### src/rtl/comp_search_pkg.sv
// rtl/comp_search_pkg.sv - shared types and sizing helpers for the comparator-driven search engine
package comp_search_pkg;

    typedef enum logic [1:0] {
        IDLE,
        CMP,
        DONE
    } state_t;

    localparam int DEFAULT_WIDTH = 4;

    function automatic int steps_width(input int width);
        return $clog2(width + 1);
    endfunction

endpackage

### src/rtl/comp_search.sv
// rtl/comp_search.sv - MSB-first successive-approximation search using only comparator flags
module comp_search
    import comp_search_pkg::*;
#(
    parameter int WIDTH = DEFAULT_WIDTH
) (
    input  logic                            clk,
    input  logic                            rst,
    input  logic                            start,
    input  logic                            cmp_less,
    input  logic                            cmp_greater,
    input  logic                            cmp_eq,
    output logic [WIDTH-1:0]                guess,
    output logic                            busy,
    output logic                            done,
    output logic [WIDTH-1:0]                result,
    output logic [steps_width(WIDTH)-1:0]   steps,
    output logic                            err
);

    localparam int IW = $clog2(WIDTH);

    state_t           state;
    state_t           state_next;
    logic [IW-1:0]    idx;
    logic             one_hot;
    logic             last;
    logic [WIDTH-1:0] guess_next;

    // Odd population count excluding the all-three case leaves exactly one flag set.
    assign one_hot = (cmp_less ^ cmp_greater ^ cmp_eq) & ~(cmp_less & cmp_greater & cmp_eq);
    assign last    = (idx == '0);

    always_ff @(posedge clk) begin
        if (rst) begin
            state <= IDLE;
        end else begin
            state <= state_next;
        end
    end

    always_comb begin
        state_next = state;
        busy       = 1'b0;
        done       = 1'b0;
        guess_next = guess;
        if (cmp_greater) begin
            guess_next[idx] = 1'b0;
        end
        if (!last) begin
            guess_next[idx - 1'b1] = 1'b1;
        end
        case (state)
            IDLE: begin
                if (start) begin
                    state_next = CMP;
                end
            end
            CMP: begin
                busy = 1'b1;
                if (!one_hot || cmp_eq || last) begin
                    state_next = DONE;
                end
            end
            DONE: begin
                done       = 1'b1;
                state_next = IDLE;
            end
            default: state_next = IDLE;
        endcase
    end

    always_ff @(posedge clk) begin
        if (rst) begin
            guess  <= '0;
            idx    <= '0;
            steps  <= '0;
            result <= '0;
            err    <= 1'b0;
        end else begin
            case (state)
                IDLE: begin
                    if (start) begin
                        guess  <= {1'b1, {(WIDTH-1){1'b0}}};
                        idx    <= IW'(WIDTH - 1);
                        steps  <= '0;
                        err    <= 1'b0;
                    end
                end
                CMP: begin
                    steps <= steps + 1'b1;
                    if (!one_hot) begin
                        err    <= 1'b1;
                        result <= '0;
                    end else if (cmp_eq) begin
                        result <= guess;
                    end else begin
                        guess <= guess_next;
                        if (last) begin
                            result <= guess_next;
                        end else begin
                            idx <= idx - 1'b1;
                        end
                    end
                end
                default: ;
            endcase
        end
    end

endmodule
### config.mk
export PLATFORM = sky130hd
export DESIGN_NAME = comp_search
export DESIGN_NICKNAME = d
export VERILOG_FILES = /design/src/rtl/comp_search_pkg.sv /design/src/rtl/comp_search.sv
export SDC_FILE = /design/constraint.sdc
export NUM_CORES = 1
export LEC_CHECK = 0
export CORE_ASPECT_RATIO = 0.6
export CORE_UTILIZATION = 30
export DETAILED_ROUTE_END_ITERATION = 7
export PLACE_DENSITY = 0.61
export SETUP_SLACK_MARGIN = 0.2
export SYNTH_ARGS = -nofsm -noshare
export SYNTH_HDL_FRONTEND = slang
export SYNTH_SLANG_ARGS = --single-unit
export TNS_END_PERCENT = 5
### constraint.sdc
create_clock -name clk -period 2.2 [get_ports clk]
set_input_delay 0.22 -clock clk [delete_from_list [all_inputs] [get_ports clk]]
set_output_delay 0.22 -clock clk [all_outputs]
set_load 0.02 [all_outputs]
; ---- After elaboration in Yosys (flattened, before gate mapping)
; Cells that the tools add are included.
[totals]
ff_bits = 16
inputBits = 6
[op_classes]
add_sub_neg = 2
n_lt_le_gt_ge = 4
eq_ne = 9
muxes = 28
bitwise = 9
reduce_logical = 14
[ops]
columns = op, count
row1 = two-way mux 4 bit, 8
row2 = two-way mux 2 bit, 6
row3 = "inequality test 2 bit, second input constant", 6
row4 = one-hot mux 2 bit (2 select lines), 2
row5 = one-hot mux 4 bit (2 select lines), 1
row6 = "< comparator 2 x 3 -> 1 bit, second input constant", 2
row7 = two-way mux 1 bit, 6
row8 = one-hot mux 3 bit (2 select lines), 1
row9 = AND reduction 2 bit, 3
row10 = AND reduction 5 bit, 1
row11 = AND 4 bit, 1
row12 = demux 1 bit (select 2 bit), 2
row13 = ">= comparator 2 x 1 -> 1 bit, second input constant", 2
row14 = zero test 2 bit, 2
row15 = NOT 4 bit, 1
row16 = OR 4 bit, 1
row17 = AND reduction 4 bit, 1
row18 = "adder 3 x 1 -> 3 bit, second input constant", 1
row19 = AND 1 bit, 3
row20 = two-way mux 3 bit, 1
row21 = "inequality test 3 x 2 -> 1 bit, second input constant", 1
row22 = AND reduction 3 bit, 1
row23 = "equality test 2 x 1 -> 1 bit, second input constant", 1
row24 = "equality test 2 bit, second input constant", 1
row25 = 8 further kinds, 11

; ---- Longest topological paths before layout
; Gate-level depths: netlist of run 1.
[depth]
word_depth = 12
depth_mapped = 5
mapped_depth_nobuf = 5

; ---- Worst setup path before layout of run 1
; No wires, ideal clock.
[synth_path]
path_type = register to register
from = register idx[0]
to = register guess[0]
setup_ps = 122
t_arrival_ps = 1507
slack_ps = 572
stages_incl_launch_ff = 6
n_path_buf = 0
period_less_slack_ps = 1628
cell_sequence = dfxtp_1 inv_1 ha_1 or2_1 and3_1 a221o_1
[synth_via]
elab_chain_len = 12
[synth_rtl]
columns = item, line_no
row1 = "start, declared", comp_search.sv:25  ; logic [IW-1:0] idx;
row2 = "start signal, assigned", comp_search.sv:85  ; idx <= IW'(WIDTH - 1);
row3 = "start signal, assigned", comp_search.sv:102  ; idx <= idx - 1'b1;
row4 = branches (longest 8 deep; another with < comparator 2 x 3 -> 1 bit), -
row5 = two-way mux 4 bit (*), comp_search.sv:50  ; if (!last) begin
row6 = two-way mux 4 bit (*), comp_search.sv:95  ; end else if (cmp_eq) begin
row7 = two-way mux 4 bit (*), comp_search.sv:92  ; if (!one_hot) begin
row8 = one-hot mux 4 bit (2 select lines) (*), comp_search.sv:81  ; case (state)
row9 = "end signal, assigned", comp_search.sv:84  ; guess <= {1'b1, {(WIDTH-1){1'b0}}};
row10 = "end signal, assigned", comp_search.sv:98  ; guess <= guess_next;
row11 = "end, declared", comp_search.sv:13  ; output logic [WIDTH-1:0] guess,
; Mark *: on every way between the ends. The select of a mux whose other input is x is not followed.
; A chain may end at the register's enable or synchronous reset.

; ---- Worst setup path in the final report of run 1
[layout_path]
from = register idx[0]
to = register result[1]
[layout_via]
elab_chain_len = 12
[layout_rtl]
columns = item, line_no
row1 = branches (longest 12 deep; another with < comparator 2 x 3 -> 1 bit), -
row2 = "end signal, assigned", comp_search.sv:96  ; result <= guess;
row3 = "end signal, assigned", comp_search.sv:100  ; result <= guess_next;
row4 = "end, declared", comp_search.sv:16  ; output logic [WIDTH-1:0] result,
; Several ways; the timed one is not identified. The select of a mux whose other input is x is not followed.

==> run summary, run 1 <==
YOSYS
-------------------------------------------------------------------------------------
Mean cell area of the mapped netlist                                         9.96 um2
Synthesis Warnings                                                                  0
Cell type contributing the most total cell area after synthesis          sky130_fd_sc_hd__dfxtp_1
Synth Register Bits                                                                16
Main area contributors after synthesis                                   sky130_fd_sc_hd__dfxtp_1 34%, sky130_fd_sc_hd__ha_1 8.0%, sky130_fd_sc_hd__o2bb2ai_1 3.7%
Count of distinct cell types in the synthesized netlist                            40
Cells after Synth                                                                  94
Post-Synthesis Cell Area                                                      936 um2
Proportion of netlist area held by the largest area contributor                 0.342
Post-synth net total                                                              106
Part of the Yosys area used for sequential elements                             0.342

STA
-------------------------------------------------------------------------------------
Sum of negative setup slack                                                      0 ns
Final setup fails                                                                   0
Hold Slack                                                                   0.465 ns
RSZ-0062 raised after global routing                                            false
Clock period minus final worst setup slack                                    1.88 ns
Worst relative slew slack                                                       0.687
Final max-slew violation count                                                      0
Pin slew with the least headroom to its limit                                0.467 ns
Top achievable clock speed                                                    531 MHz
Crit share post-route                                                           0.855
Clock tree skew after final layout                                         0.00346 ns
Fin. Hold Viols                                                                     0

CLOCKING
-------------------------------------------------------------------------------------
CTS Hold Buffers Added                                                              0
CTS resizes                                                                         0
Number of buffers between clock root and the deepest sink                           2
TritonCTS clock tree                                                            built
Worst skew pair latency                                                       0.25 ns
Number of sinks on the clock net                                                   16
Clock-pin slew on the worst setup and hold paths                              0.07 ns
Library cell used as clock root buffer                                   sky130_fd_sc_hd__clkbuf_8
Post-CTS setup-driven buffer insertion count                                        0
Number of buffers added by the clock tree synthesis step                            3
H-tree depth reported by CTS                                                        1

FINAL LAYOUT
-------------------------------------------------------------------------------------
# diodes                                                                            0
Total number of nets in the final design                                          129
Commonest cells after routing, fill and taps aside                       19 x sky130_fd_sc_hd__clkdlybuf4s50_1, 16 x sky130_fd_sc_hd__dfxtp_1, 6 x sky130_fd_sc_hd__inv_1, 6 x sky130_fd_sc_hd__ha_1
Fraction of layout instances using a drive strength above 1                     0.112
Most frequent standard cell in the layout excluding fill and tap cells   sky130_fd_sc_hd__clkdlybuf4s50_1
Post-layout instance count excluding filler cells                                 158
Layout area overhead                                                            30.2%
Filler cells                                                                      306

SETUP PATH
-------------------------------------------------------------------------------------
Kind of start point of the critical path                                    flip-flop
Worst Setup Path Type                                                    flip-flop to flip-flop
Worst R2R Path Depth                                                                5
Worst reg2reg setup slack                                                     0.32 ns
Data required time of the critical path                                       2.38 ns
End of the worst register-to-register path                               result[1]$_SDFFE_PP0P_
End point of the critical path                                           result[1]$_SDFFE_PP0P_
CP endpoint kind                                                            flip-flop
Crit path DAT                                                                 2.06 ns
Worst reg2reg path startpoint                                            idx[0]$_SDFFE_PP0P_
Largest driver fanout on the critical path                                          8
Startpoint of the most critical setup path                               idx[0]$_SDFFE_PP0P_

ROUTING
-------------------------------------------------------------------------------------
Total routed wirelength                                                       2300 um
Antenna violation net count after detailed routing                                  0
Count of routing violations after the opening detailed-route iteration             24
Detailed-route via count                                                          800
Routed len/inst                                                               14.5 um
Detailed-route DRC error count                                                      0
Pre-antenna DRT Iters                                                               5
Via density                                                                      5.06

POWER
-------------------------------------------------------------------------------------
Static leakage                                                            0.000442 uW
Worst vdd rail ir drop                                                         251 uV
Pwr per Cell Area                                                          605 mW/mm2

FLOORPLANNING
-------------------------------------------------------------------------------------
Vertical die dimension                                                        45.3 um
Count of pins on the block boundary                                                20
Chip width                                                                    74.1 um
Core region area                                                          0.00291 mm2
Cell row count                                                                     15
Die ar.                                                                   0.00335 mm2
Initial core utilization                                                        0.322

PLACE
-------------------------------------------------------------------------------------
Total instance count after detailed placement                                     154
Sum of net half-perimeters after detailed placement                           1690 um
Last weighted congestion value of the routability-driven placer                 0.809
Port Buffers                                                                       19

MIN PATH
-------------------------------------------------------------------------------------
Class of the tightest hold or removal check                              flip-flop to flip-flop

GLOBAL ROUTING
-------------------------------------------------------------------------------------
Total Routing Usage GR                                                          0.151
Number of antenna violations at the first check in global routing                   0
Largest net degree at the start of global routing                                  14
Number of global-route vias before repair                                         761
Global-route wire length before repair                                        3690 um
Total gr overflow                                                                   0

FLOW RUN
-------------------------------------------------------------------------------------
Number of maximum-capacitance constraint violations                                 0

OUTCOME
-------------------------------------------------------------------------------------
Outcome                                                                     completed

-- state kept, by name, summed over array words and instances, names as in the netlist --
signal	cells
guess	4
result	4
steps	3
idx	2
state	2
err	1
-- how the worst min path moves through the flow --
stage / cells after the start / end / from / slack [ns]
3_5_place_dp: 1 / result[3]$_SDFFE_PP0P_ / result[3]$_SDFFE_PP0P_ / 0.45
4_1_cts: 1 / result[3]$_SDFFE_PP0P_ / result[3]$_SDFFE_PP0P_ / 0.47
3_3_place_gp: 1 / result[3]$_SDFFE_PP0P_ / result[3]$_SDFFE_PP0P_ / 0.45
6_report: 2 / err$_SDFFE_PP0P_ / err$_SDFFE_PP0P_ / 0.46
5_1_grt: 1 / result[3]$_SDFFE_PP0P_ / result[3]$_SDFFE_PP0P_ / 0.49
2_1_floorplan: 2 / state[1]$_SDFFE_PP0P_ / cmp_eq / 0.37
-- cell families (layout without fill, tap and decap cells) --
| group | Yosys count | count (layout) | share of synthesized area |
|---|---|---|---|
| simple gates | 33 | 33 | 0.245 |
| buf+inv | 10 | 32 | 0.0642 |
| flops | 16 | 16 | 0.342 |
| mux | 3 | 3 | 0.0321 |
| fa+ha+maj | 6 | 6 | 0.0802 |
| compound gates | 26 | 26 | 0.237 |
-- synth_stat cells --
cell type and count:
sky130_fd_sc_hd__nor2_1 4, sky130_fd_sc_hd__nand4b_1 1, sky130_fd_sc_hd__a211oi_1 2, sky130_fd_sc_hd__or2b_1 1
sky130_fd_sc_hd__or3b_1 2, sky130_fd_sc_hd__o21bai_1 1, sky130_fd_sc_hd__o21ai_0 2, sky130_fd_sc_hd__nor3b_2 1
sky130_fd_sc_hd__nor3b_4 1, sky130_fd_sc_hd__or2_1 1, sky130_fd_sc_hd__o2bb2ai_1 4, sky130_fd_sc_hd__a311oi_1 2
sky130_fd_sc_hd__a21boi_0 1, sky130_fd_sc_hd__and3_1 1, sky130_fd_sc_hd__a22o_2 1, sky130_fd_sc_hd__mux2i_1 3
sky130_fd_sc_hd__buf_6 3, sky130_fd_sc_hd__a221o_1 2, sky130_fd_sc_hd__or3b_4 1, sky130_fd_sc_hd__nand2_1 4
sky130_fd_sc_hd__nor4_1 2, sky130_fd_sc_hd__nand3b_1 4, sky130_fd_sc_hd__a311oi_4 1, sky130_fd_sc_hd__and2b_1 1
sky130_fd_sc_hd__and2_1 1, sky130_fd_sc_hd__nor3_1 1, sky130_fd_sc_hd__a22oi_1 1, sky130_fd_sc_hd__dfxtp_1 16
sky130_fd_sc_hd__a21oi_1 3, sky130_fd_sc_hd__a21o_1 1, sky130_fd_sc_hd__nor2b_1 2, sky130_fd_sc_hd__nand2b_1 1
sky130_fd_sc_hd__a22o_1 1, sky130_fd_sc_hd__nor3b_1 4, sky130_fd_sc_hd__inv_1 6, sky130_fd_sc_hd__clkbuf_1 1
sky130_fd_sc_hd__a221oi_1 2, sky130_fd_sc_hd__a21oi_2 1, sky130_fd_sc_hd__ha_1 6, sky130_fd_sc_hd__o21a_1 1
-- power breakdown --
| part | internal, uW | total [uW] | switching, uW |
|---|---|---|---|
| Sequential | 302 | 320 | 18.4 |
| Combinational | 69.4 | 151 | 81.2 |
| Clock | 159 | 267 | 108 |
-- per-layer routing --
metal / track usage / up-vias / share of wire
li1: - / 395 / -
met1: 0.225 / 373 / 0.53
met2: 0.200 / 30 / 0.38
met3: 0.0580 / 2 / 0.087
met4: 0.0308 / 0 / 0.0044
met5: 0 / - / 0
-- worst max-delay path, stage by stage, from the launching register on --
cell,delay (ns)
sky130_fd_sc_hd__dfxtp_1,0.46
sky130_fd_sc_hd__inv_1,0.15
sky130_fd_sc_hd__ha_1,0.35
sky130_fd_sc_hd__or3b_1,0.44
sky130_fd_sc_hd__a21oi_2,0.26
sky130_fd_sc_hd__o2bb2ai_1,0.15
-- layout make-up --
class	instances	area, um2	share of cell area
multi-input combinational	68	556	0.456
tap	42	52.6	0.0431
sequential	16	320	0.263
clock buffer	4	55.1	0.0452
inverter	6	22.5	0.0185
timing repair buffer	22	213	0.175
-- metrics by stage --
step	power [uW]	area, um2	setup WS, ns	util
6_report	738	1220	0.318	0.419
3_3_place_gp	474	1160	0.267	0.400
3_5_place_dp	476	1160	0.273	0.400
2_1_floorplan	426	936	0.572	-
5_1_grt	778	1220	0.200	0.419
4_1_cts	750	1220	0.314	0.419
Note: power is estimated with default switching activity, not from simulation.
==> run 2: changes to the inputs <==
Settings changed: ABC_CLOCK_PERIOD_IN_PS set to 2200.
==> results of run 2 <==
The final DEF is identical to that of run 1; final timing and power are the same.
==> run 3: changes to the inputs <==
Settings changed: SETUP_SLACK_MARGIN 0.2 to 0.1.
==> results of run 3 <==
The final DEF is identical to that of run 1; final timing and power are the same.
